File: src/rtl/hdu_pkg.sv
// Shared constants for the hazard-detection unit: mode encoding, hazard codes
// and push-button bit positions.
package hdu_pkg;

   typedef enum logic [2:0] {
      MODE_IDLE    = 3'd0,
      MODE_INPUT   = 3'd1,
      MODE_CHECK   = 3'd2,
      MODE_DISPLAY = 3'd3,
      MODE_CLEAR   = 3'd4
   } mode_t;

   localparam logic [1:0] HZ_NONE = 2'd0;
   localparam logic [1:0] HZ_RAW1 = 2'd1;
   localparam logic [1:0] HZ_RAW2 = 2'd2;
   localparam logic [1:0] HZ_LOAD = 2'd3;

   localparam int BTN_INPUT = 0;
   localparam int BTN_CHECK = 1;
   localparam int BTN_DISP  = 2;
   localparam int BTN_CLEAR = 3;

endpackage

File: src/rtl/hdu_btn_edge.sv
// One push-button: multi-flop synchronizer followed by a rising-edge detector
// that emits a single-cycle pulse per press, however long it is held.
module hdu_btn_edge #(
   parameter int STAGES = 2
) (
   input  logic clk,
   input  logic rst_n,
   input  logic btn,
   output logic pulse
);

   logic [STAGES-1:0] sync_r;
   logic              prev_r;

   // Synchronizer chain and previous-level flop for edge detection.
   always_ff @(posedge clk or negedge rst_n) begin
      if (!rst_n) begin
         sync_r <= {STAGES{1'b0}};
         prev_r <= 1'b0;
      end else begin
         sync_r <= {sync_r[STAGES-2:0], btn};
         prev_r <= sync_r[STAGES-1];
      end
   end

   assign pulse = sync_r[STAGES-1] & ~prev_r;

endmodule

File: src/rtl/hdu_mode_ctrl.sv
// Mode sequencer for the hazard-detection unit: button commands drive the
// input, check, display and clear phases over the instruction/hazard memories.
module hdu_mode_ctrl
   import hdu_pkg::*;
#(
   parameter int DEPTH       = 16,
   parameter int AW          = 4,
   parameter int SYNC_STAGES = 2
) (
   input  logic          clk,
   input  logic          rst_n,
   input  logic [3:0]    btn_in,
   input  logic [7:0]    instr_in,
   input  logic          instr_valid,
   output logic          imem_we,
   output logic [AW-1:0] imem_addr,
   output logic [7:0]    imem_wdata,
   output logic          chk_req,
   output logic [AW-1:0] chk_idx,
   input  logic          chk_done,
   input  logic [1:0]    chk_hazard,
   output logic          hmem_we,
   output logic [AW-1:0] hmem_addr,
   output logic [1:0]    hmem_wdata,
   output logic [AW-1:0] disp_addr,
   output logic          disp_valid,
   output logic [2:0]    mode,
   output logic [AW:0]   instr_count,
   output logic          full,
   output logic          busy
);

   localparam logic [AW:0]   DEPTH_C = (AW+1)'(DEPTH);
   localparam logic [AW-1:0] LAST_A  = (AW)'(DEPTH - 1);
   localparam logic [AW:0]   ONE_C   = {{AW{1'b0}}, 1'b1};
   localparam logic [AW:0]   TWO_C   = {{(AW-1){1'b0}}, 2'b10};
   localparam logic [AW-1:0] ONE_A   = {{(AW-1){1'b0}}, 1'b1};

   mode_t         state_r, state_s;
   logic [AW:0]   count_r, count_s;
   logic          checked_r, checked_s;
   logic [AW-1:0] chk_idx_r, chk_idx_s;
   logic          chk_act_r, chk_act_s;
   logic [AW-1:0] disp_r, disp_s;
   logic [AW-1:0] clr_r, clr_s;
   logic [3:0]    pulse_s;
   logic [3:0]    cmd_s;
   logic          full_s;

   for (genvar i = 0; i < 4; i++) begin : g_btn
      hdu_btn_edge #(.STAGES(SYNC_STAGES)) u_edge (
         .clk   (clk),
         .rst_n (rst_n),
         .btn   (btn_in[i]),
         .pulse (pulse_s[i])
      );
   end

   // Same-cycle presses: clear beats input beats check beats display.
   always_comb begin
      cmd_s            = 4'b0000;
      cmd_s[BTN_CLEAR] = pulse_s[BTN_CLEAR];
      cmd_s[BTN_INPUT] = pulse_s[BTN_INPUT] & ~pulse_s[BTN_CLEAR];
      cmd_s[BTN_CHECK] = pulse_s[BTN_CHECK] & ~pulse_s[BTN_CLEAR] & ~pulse_s[BTN_INPUT];
      cmd_s[BTN_DISP]  = pulse_s[BTN_DISP] & ~pulse_s[BTN_CLEAR] & ~pulse_s[BTN_INPUT]
                       & ~pulse_s[BTN_CHECK];
   end

   assign full_s = (count_r == DEPTH_C);

   // Next-state and memory-port decode.
   always_comb begin
      state_s    = state_r;
      count_s    = count_r;
      checked_s  = checked_r;
      chk_idx_s  = chk_idx_r;
      chk_act_s  = chk_act_r;
      disp_s     = disp_r;
      clr_s      = clr_r;
      imem_we    = 1'b0;
      imem_addr  = {AW{1'b0}};
      imem_wdata = 8'h00;
      hmem_we    = 1'b0;
      hmem_addr  = {AW{1'b0}};
      hmem_wdata = HZ_NONE;
      chk_req    = 1'b0;
      case (state_r)
         MODE_IDLE: begin
            if (cmd_s[BTN_CLEAR]) begin
               state_s = MODE_CLEAR;
               clr_s   = {AW{1'b0}};
            end else if (cmd_s[BTN_INPUT]) begin
               state_s   = MODE_INPUT;
               count_s   = {(AW+1){1'b0}};
               checked_s = 1'b0;
            end else if (cmd_s[BTN_CHECK] && (count_r >= TWO_C)) begin
               state_s   = MODE_CHECK;
               chk_idx_s = ONE_A;
               chk_act_s = 1'b0;
            end else if (cmd_s[BTN_DISP] && checked_r) begin
               state_s = MODE_DISPLAY;
               disp_s  = {AW{1'b0}};
            end else begin
               state_s = MODE_IDLE;
            end
         end
         MODE_INPUT: begin
            if (instr_valid && !full_s) begin
               imem_we    = 1'b1;
               imem_addr  = count_r[AW-1:0];
               imem_wdata = instr_in;
               count_s    = count_r + ONE_C;
            end else begin
               count_s = count_r;
            end
            if (cmd_s[BTN_CLEAR]) begin
               state_s = MODE_CLEAR;
               clr_s   = {AW{1'b0}};
            end else if (cmd_s[BTN_INPUT]) begin
               state_s = MODE_IDLE;
            end else begin
               state_s = MODE_INPUT;
            end
         end
         MODE_CHECK: begin
            if (cmd_s[BTN_CLEAR]) begin
               state_s   = MODE_CLEAR;
               clr_s     = {AW{1'b0}};
               checked_s = 1'b0;
               chk_act_s = 1'b0;
            end else if (!chk_act_r) begin
               // Instruction 0 has no predecessor, so its result is fixed.
               hmem_we   = 1'b1;
               chk_act_s = 1'b1;
            end else begin
               chk_req = 1'b1;
               if (chk_done) begin
                  hmem_we    = 1'b1;
                  hmem_addr  = chk_idx_r;
                  hmem_wdata = chk_hazard;
                  if ({1'b0, chk_idx_r} == (count_r - ONE_C)) begin
                     checked_s = 1'b1;
                     chk_act_s = 1'b0;
                     state_s   = MODE_IDLE;
                  end else begin
                     chk_idx_s = chk_idx_r + ONE_A;
                  end
               end else begin
                  chk_idx_s = chk_idx_r;
               end
            end
         end
         MODE_DISPLAY: begin
            if (cmd_s[BTN_CLEAR]) begin
               state_s = MODE_CLEAR;
               clr_s   = {AW{1'b0}};
            end else if (cmd_s[BTN_INPUT]) begin
               state_s   = MODE_INPUT;
               checked_s = 1'b0;
            end else if (cmd_s[BTN_DISP]) begin
               if ({1'b0, disp_r} == (count_r - ONE_C)) begin
                  disp_s = {AW{1'b0}};
               end else begin
                  disp_s = disp_r + ONE_A;
               end
            end else begin
               state_s = MODE_DISPLAY;
            end
         end
         MODE_CLEAR: begin
            imem_we   = 1'b1;
            hmem_we   = 1'b1;
            imem_addr = clr_r;
            hmem_addr = clr_r;
            if (clr_r == LAST_A) begin
               state_s   = MODE_IDLE;
               count_s   = {(AW+1){1'b0}};
               checked_s = 1'b0;
               disp_s    = {AW{1'b0}};
            end else begin
               clr_s = clr_r + ONE_A;
            end
         end
         default: begin
            state_s = MODE_IDLE;
         end
      endcase
   end

   // State and bookkeeping registers.
   always_ff @(posedge clk or negedge rst_n) begin
      if (!rst_n) begin
         state_r   <= MODE_IDLE;
         count_r   <= {(AW+1){1'b0}};
         checked_r <= 1'b0;
         chk_idx_r <= {AW{1'b0}};
         chk_act_r <= 1'b0;
         disp_r    <= {AW{1'b0}};
         clr_r     <= {AW{1'b0}};
      end else begin
         state_r   <= state_s;
         count_r   <= count_s;
         checked_r <= checked_s;
         chk_idx_r <= chk_idx_s;
         chk_act_r <= chk_act_s;
         disp_r    <= disp_s;
         clr_r     <= clr_s;
      end
   end

   assign chk_idx     = chk_idx_r;
   assign disp_addr   = disp_r;
   assign disp_valid  = (state_r == MODE_DISPLAY);
   assign mode        = state_r;
   assign instr_count = count_r;
   assign full        = full_s;
   assign busy        = (state_r == MODE_CHECK) || (state_r == MODE_CLEAR);

endmodule

File: config.mk
export PLATFORM = sky130hd
export DESIGN_NAME = hdu_mode_ctrl
export DESIGN_NICKNAME = d
export VERILOG_FILES = /design/src/rtl/hdu_pkg.sv /design/src/rtl/hdu_btn_edge.sv /design/src/rtl/hdu_mode_ctrl.sv
export SDC_FILE = /design/constraint.sdc
export NUM_CORES = 1
export LEC_CHECK = 0
export BUFFER_PORTS_ARGS = -buffer_cell sky130_fd_sc_hd__buf_4
export CAP_MARGIN = 40
export CORE_ASPECT_RATIO = 1.75
export CORE_MARGIN = 2
export CORE_UTILIZATION = 50
export DETAILED_ROUTE_END_ITERATION = 6
export PLACE_DENSITY = 0.77
export RECOVER_POWER = 25
export SYNTH_ARGS = -nofsm -noshare
export SYNTH_HDL_FRONTEND = slang
export SYNTH_SLANG_ARGS = --single-unit
File: constraint.sdc
create_clock -name clk -period 2.4 [get_ports clk]
set_input_delay 0.12 -clock clk [delete_from_list [all_inputs] [get_ports clk]]
set_output_delay 0.12 -clock clk [all_outputs]
set_load 0.01 [all_outputs]
After elaboration in Yosys (flattened, before gate mapping) --
Index checks and enable logic that the tools add are counted.
Storage, ports and cells: register bits 34, logic and storage cells 167
Cells by class: $add $sub $neg 5, magnitude comparators 1, eq/ne operators 31, multiplexer cells 78, bitwise operators 17, reductions and logical operators 20
Operators by type and width (number):
- 4-bit two-way mux | 22
- 2-bit inequality test, second input constant | 16
- 4-bit one-hot mux with 2 select lines | 4
- 3-bit two-way mux | 10
- 1-bit two-way mux | 22
- 5-bit two-way mux | 4
- 8-bit two-way mux | 2
- 3-bit one-hot mux with 5 select lines | 1
- 5-bit one-hot mux with 3 select lines | 1
- 2-bit two-way mux | 7
- 4-bit by 1-bit adder with 4-bit output, second input constant | 3
- 4-bit one-hot mux with 3 select lines | 1
- 1-bit bitwise AND | 10
- 4-bit by 5-bit equality test with 1-bit output | 2
- 5-bit AND reduction | 2
- 3-bit by 2-bit inequality test with 1-bit output, second input constant | 3
- 9-bit AND reduction | 1
- 3-bit nonzero test | 3
- 8-bit AND reduction | 1
- 1-bit inverter | 7
- 7-bit AND reduction | 1
- 3-bit by 2-bit equality test with 1-bit output, second input constant | 2
- 2-bit by 1-bit inequality test with 1-bit output, second input constant | 3
- 1-bit one-hot mux with 2 select lines | 3
- 18 further kinds | 21

Longest topological paths before layout --
word-level depth 12, gate-level depth with buffers 9, gate-level depth less buffers 8

By module --
A second synthesis with hierarchy kept.
Second synthesis, totals: cells, all modules 210, area total of the unflattened synthesis 2058.2 µm²
By module, submodules not included:
- hdu_mode_ctrl | times used 1, cells each 194, area each 1702.9 µm², seq. area each 550.5 µm²
- hdu_btn_edge | times used 4, cells each 4, area each 88.8 µm², seq. area each 75.1 µm²

Worst setup path before layout --
OpenSTA, ideal clock, no wires.
kind reg2reg, start reg count_r[0], in the netlist instr_count[0], end reg checked_r, setup time 0.110 ns, arrival time 2.025 ns, required time 2.290 ns, path slack 0.265 ns, stages on the path, launching flop included 9, path buffers 1, clock period less this slack 2.135 ns, cell sequence dfrtp_1 buf_2 inv_1 ha_1 and4bb_2 a22oi_1 a211oi_1 a31oi_1 o41ai_1
On the way: cells in the longest elaborated chain, start to end 4
Ends and longest elaborated chain:
- start: declaration | RTL line hdu_mode_ctrl.sv:40 | logic [AW:0] count_r, count_s;
- start signal: assignment | RTL line hdu_mode_ctrl.sv:194 | count_r <= {(AW+1){1'b0}};
- start signal: assignment | RTL line hdu_mode_ctrl.sv:202 | count_r <= count_s;
- 5-bit by 1-bit subtractor with 5-bit output | RTL line hdu_mode_ctrl.sv:141 | if ({1'b0, chk_idx_r} == (count_r - ONE_C)) begin
- 4-bit by 5-bit equality test with 1-bit output | RTL line hdu_mode_ctrl.sv:141
- 3-bit by 2-bit inequality test with 1-bit output (no source line)
- 7-bit AND reduction (no source line)
- end signal: assignment | RTL line hdu_mode_ctrl.sv:203 | checked_r <= checked_s;
- end: declaration | RTL line hdu_mode_ctrl.sv:41 | logic checked_r, checked_s;
No other way between the ends. A chain may end at the register's enable or synchronous reset.

Final worst setup path --
Ends and elaborated chain as after synthesis.

==> results.json <==
{
  "setup_viol": 0,
  "num_io_pins": 58,
  "max_stage_delay_ns": 0.44,
  "synth_area_per_cell_um2": 9.26,
  "wl_per_cell_um": 14.7,
  "num_rows": 30,
  "yosysWarnings": 0,
  "cp-start-kind": "register",
  "crit_type": "reg -> reg",
  "nFillCells": 324,
  "cts_sinks": 34,
  "die_area_um2": 4520,
  "fin_worst_skew_ns": 0.0136,
  "synth.area.top_cells": "dfrtp_1 (43%), nand2_1 (4.9%), a22o_1 (4.8%)",
  "cts-root-buf": "clkbuf_8",
  "use_met3_pct": 3.78,
  "h-tree-depth": 2,
  "ant_nets": 0,
  "grt.met1_usage_pct": 26.7,
  "num_vias": 1772,
  "ys_types": 47,
  "critPathSlowestCell": "dfrtp_1",
  "portBuffers": 57,
  "wl_mm": 4.78,
  "stdcell_count": 326,
  "synth_edf_count": 0,
  "cap_violations": 1,
  "placed_area_um2": 2450,
  "cp_cell_sequence": "inv_1, ha_1, and4bb_2, a22oi_1, a211oi_1, a31oi_1, o41ai_1",
  "antenna_found_initial": 0,
  "async_reset_ff_share_pct": 100,
  "endpoint_kind": "register",
  "crit_required_ns": 2.59,
  "ys_seq_area_share_pct": 42.7,
  "r2r.worst_path.cells": 7,
  "vdd.ir_drop.worst_v": 0.000678,
  "cts_tree": "done",
  "hold_viol": 0,
  "max_freq_mhz": 456,
  "synth_nets": 239,
  "routabilityCongestion": 0.886,
  "gr-total-overflow": 0,
  "p_per_area_nw_per_um2": 896,
  "tns_ns": 0,
  "grt_pass1_wl_mm": 7.77,
  "hold_class": "in -> reg",
  "syn_to_final_growth_pct": 30.2,
  "drive_gt1_share_pct": 28.1,
  "min_period_ns": 2.19,
  "hold_depth": 3,
  "cts_buffers": 5,
  "num-nets-final": 301,
  "grt_max_degree": 35,
  "totalPowerFinal_mw": 2.32,
  "syn_inst": 215,
  "synth.ff_latch_count": 34,
  "rsz0062_at_grt": "no",
  "utilization_pct": 67.0,
  "ys.flop_type": "dfrtp_1",
  "cts_buffer_depth": 2,
  "synth_area_um2": 1990,
  "p_leak_nw": 1.26,
  "slew_viol_final": 35,
  "drtPass1Iterations": 4,
  "die_h_um": 87.5,
  "via_per_inst": 5.44,
  "final_area_um2": 2590,
  "grt-busiest-layer": "met2",
  "diodes": 0,
  "clk_latency_ns": 0.29,
  "start_util_pct": 51.5,
  "status": "complete, but fails checks",
  "drt_iter0_markers": 18,
  "die_w_um": 51.7,
  "maxSlewHeadroom_pct": -20.0,
  "yosysTopAreaCellShare_pct": 42.7,
  "track_usage_pct": 23.4,
  "yosysTopAreaCell": "dfrtp_1",
  "drcViolationCount": 0,
  "worstPathMaxFanout": 6,
  "core_um2": 3870,
  "tightest_slew_ns": 1.80,
  "violations": "capacitance limit, slew limit",
  "place_inst": 313,
  "finalCritPeriodShare_pct": 91.3,
  "post_cts_buffers": 0,
  "use_met2_pct": 41.6,
  "place_hpwl_mm": 3.70,
  "grt_pass1_vias": 1633,
  "clk_pin_slew_ns": 0.08,
  "cp.arrival_ns": 2.38
}
metal layers:
layer / up-vias / part of all wire, %
li1: 874 / -
met1: 841 / 38
met2: 47 / 56
met3: 10 / 4.0
met4: 0 / 2.2
met5: - / 0
report_power, final:
| part | switching [mW] | leakage [nW] | internal, mW |
|---|---|---|---|
| clock network | 0.204 | 0.0482 | 0.231 |
| registers | 0.202 | 0.427 | 0.683 |
| logic | 0.507 | 0.783 | 0.495 |
kinds of logic (layout without fill, tap and decap cells):
group | count (synthesis) | after routing | share of synthesized area [%]
multiplexers | 5 | 5 | 2.58
adder cells (fa/ha/maj) | 6 | 6 | 3.77
AND/OR/NAND/NOR | 95 | 95 | 25.1
flip-flops | 34 | 34 | 42.7
buffers and inverters | 16 | 79 | 4.02
AO/OA/AOI/OAI | 46 | 46 | 16.0
XOR/XNOR | 13 | 13 | 5.72
through the flow:
step	hold slack, ns	setup WS [ns]
global placement	0.0843	0.258
finish	0.269	0.208
CTS	0.266	0.157
floorplan	-0.176	0.265
global route	0.316	0.0349
detailed placement	0.0907	0.213
critical path, delay by kind of cell, from the launching register on:
family,cells,cell delay (ns)
adders and majority gates,1,0.18
AOI/OAI and AO/OA,4,1.05
DFF,1,0.44
and+or+nand+nor,1,0.29
buffers and inverters,1,0.12
sequential cells by signal (all words and copies together), names as in the netlist:
signal / cells
disp_addr: 4
checked_r: 1
chk_act_r: 1
chk_idx: 4
mode: 3
instr_count: 5
g_btn.u_edge.sync_r: 8
g_btn.u_edge.prev_r: 4
clr_r: 4
final timing paths:
check,start,endpoint,slack (ns)
setup reg to reg,instr_count[0]$_DFFE_PN0P_,checked_r$_DFFE_PN0P_,0.21
setup / recovery,instr_count[0]$_DFFE_PN0P_,checked_r$_DFFE_PN0P_,0.21
hold / removal,chk_done,chk_act_r$_DFFE_PN0P_,0.27
hold reg to reg,g_btn[0].u_edge.sync_r[0]$_DFF_PN0_,g_btn[0].u_edge.sync_r[1]$_DFF_PN0_,0.34
min in group asynchronous,rst_n,disp_addr[0]$_DFFE_PN0P_,0.85
max in group asynchronous,rst_n,g_btn[1].u_edge.prev_r$_DFF_PN0_,0.51
cells in the final DEF (no fill, tap or decap), types with 3 or more instances in the layout:
cell type,synthesis,final
xnor2_1,5,5
nor3_1,4,4
mux2i_1,4,4
xor2_1,8,8
nor2_1,20,19
o21ai_0,15,15
nand2b_1,3,3
inv_1,4,4
nand3_1,5,5
a21oi_1,3,3
buf_4,1,57
nand2_1,26,26
dfrtp_1,34,34
clkbuf_8,0,6
dlygate4sd3_1,0,5
a22o_1,11,11
clkbuf_4,0,4
a211oi_1,3,3
ha_1,6,6
and2_1,11,11
nor2b_1,9,9
nand4_1,3,3
Yosys cell counts, types with 4 or more instances:
master / count
and2_1: 11
a22o_1: 11
nand2_1: 26
o21ai_0: 15
xor2_1: 8
nor2b_1: 9
nor2_1: 20
mux2i_1: 4
ha_1: 6
xnor2_1: 5
buf_2: 7
dfrtp_1: 34
nor3_1: 4
inv_1: 4
nand3_1: 5
final cells by class:
cell class,instances,area [µm²],share of cell area [%]
Inverter,4,15.0,0.579
Tap cell,48,60.1,2.32
Timing Repair Buffer,67,512,19.7
Multi-Input combinational cell,165,1060,41.0
Sequential cell,34,851,32.8
Clock inverter,1,5.00,0.193
Clock buffer,7,86.3,3.33
timing repair:
action | CTS | global route
setup endpoints to repair | 0 | 6
gates resized for setup | 0 | 1
hold buffers | 5 | 0
hold endpoints to repair | 38 | 0
(Power assumes the default switching activity.)
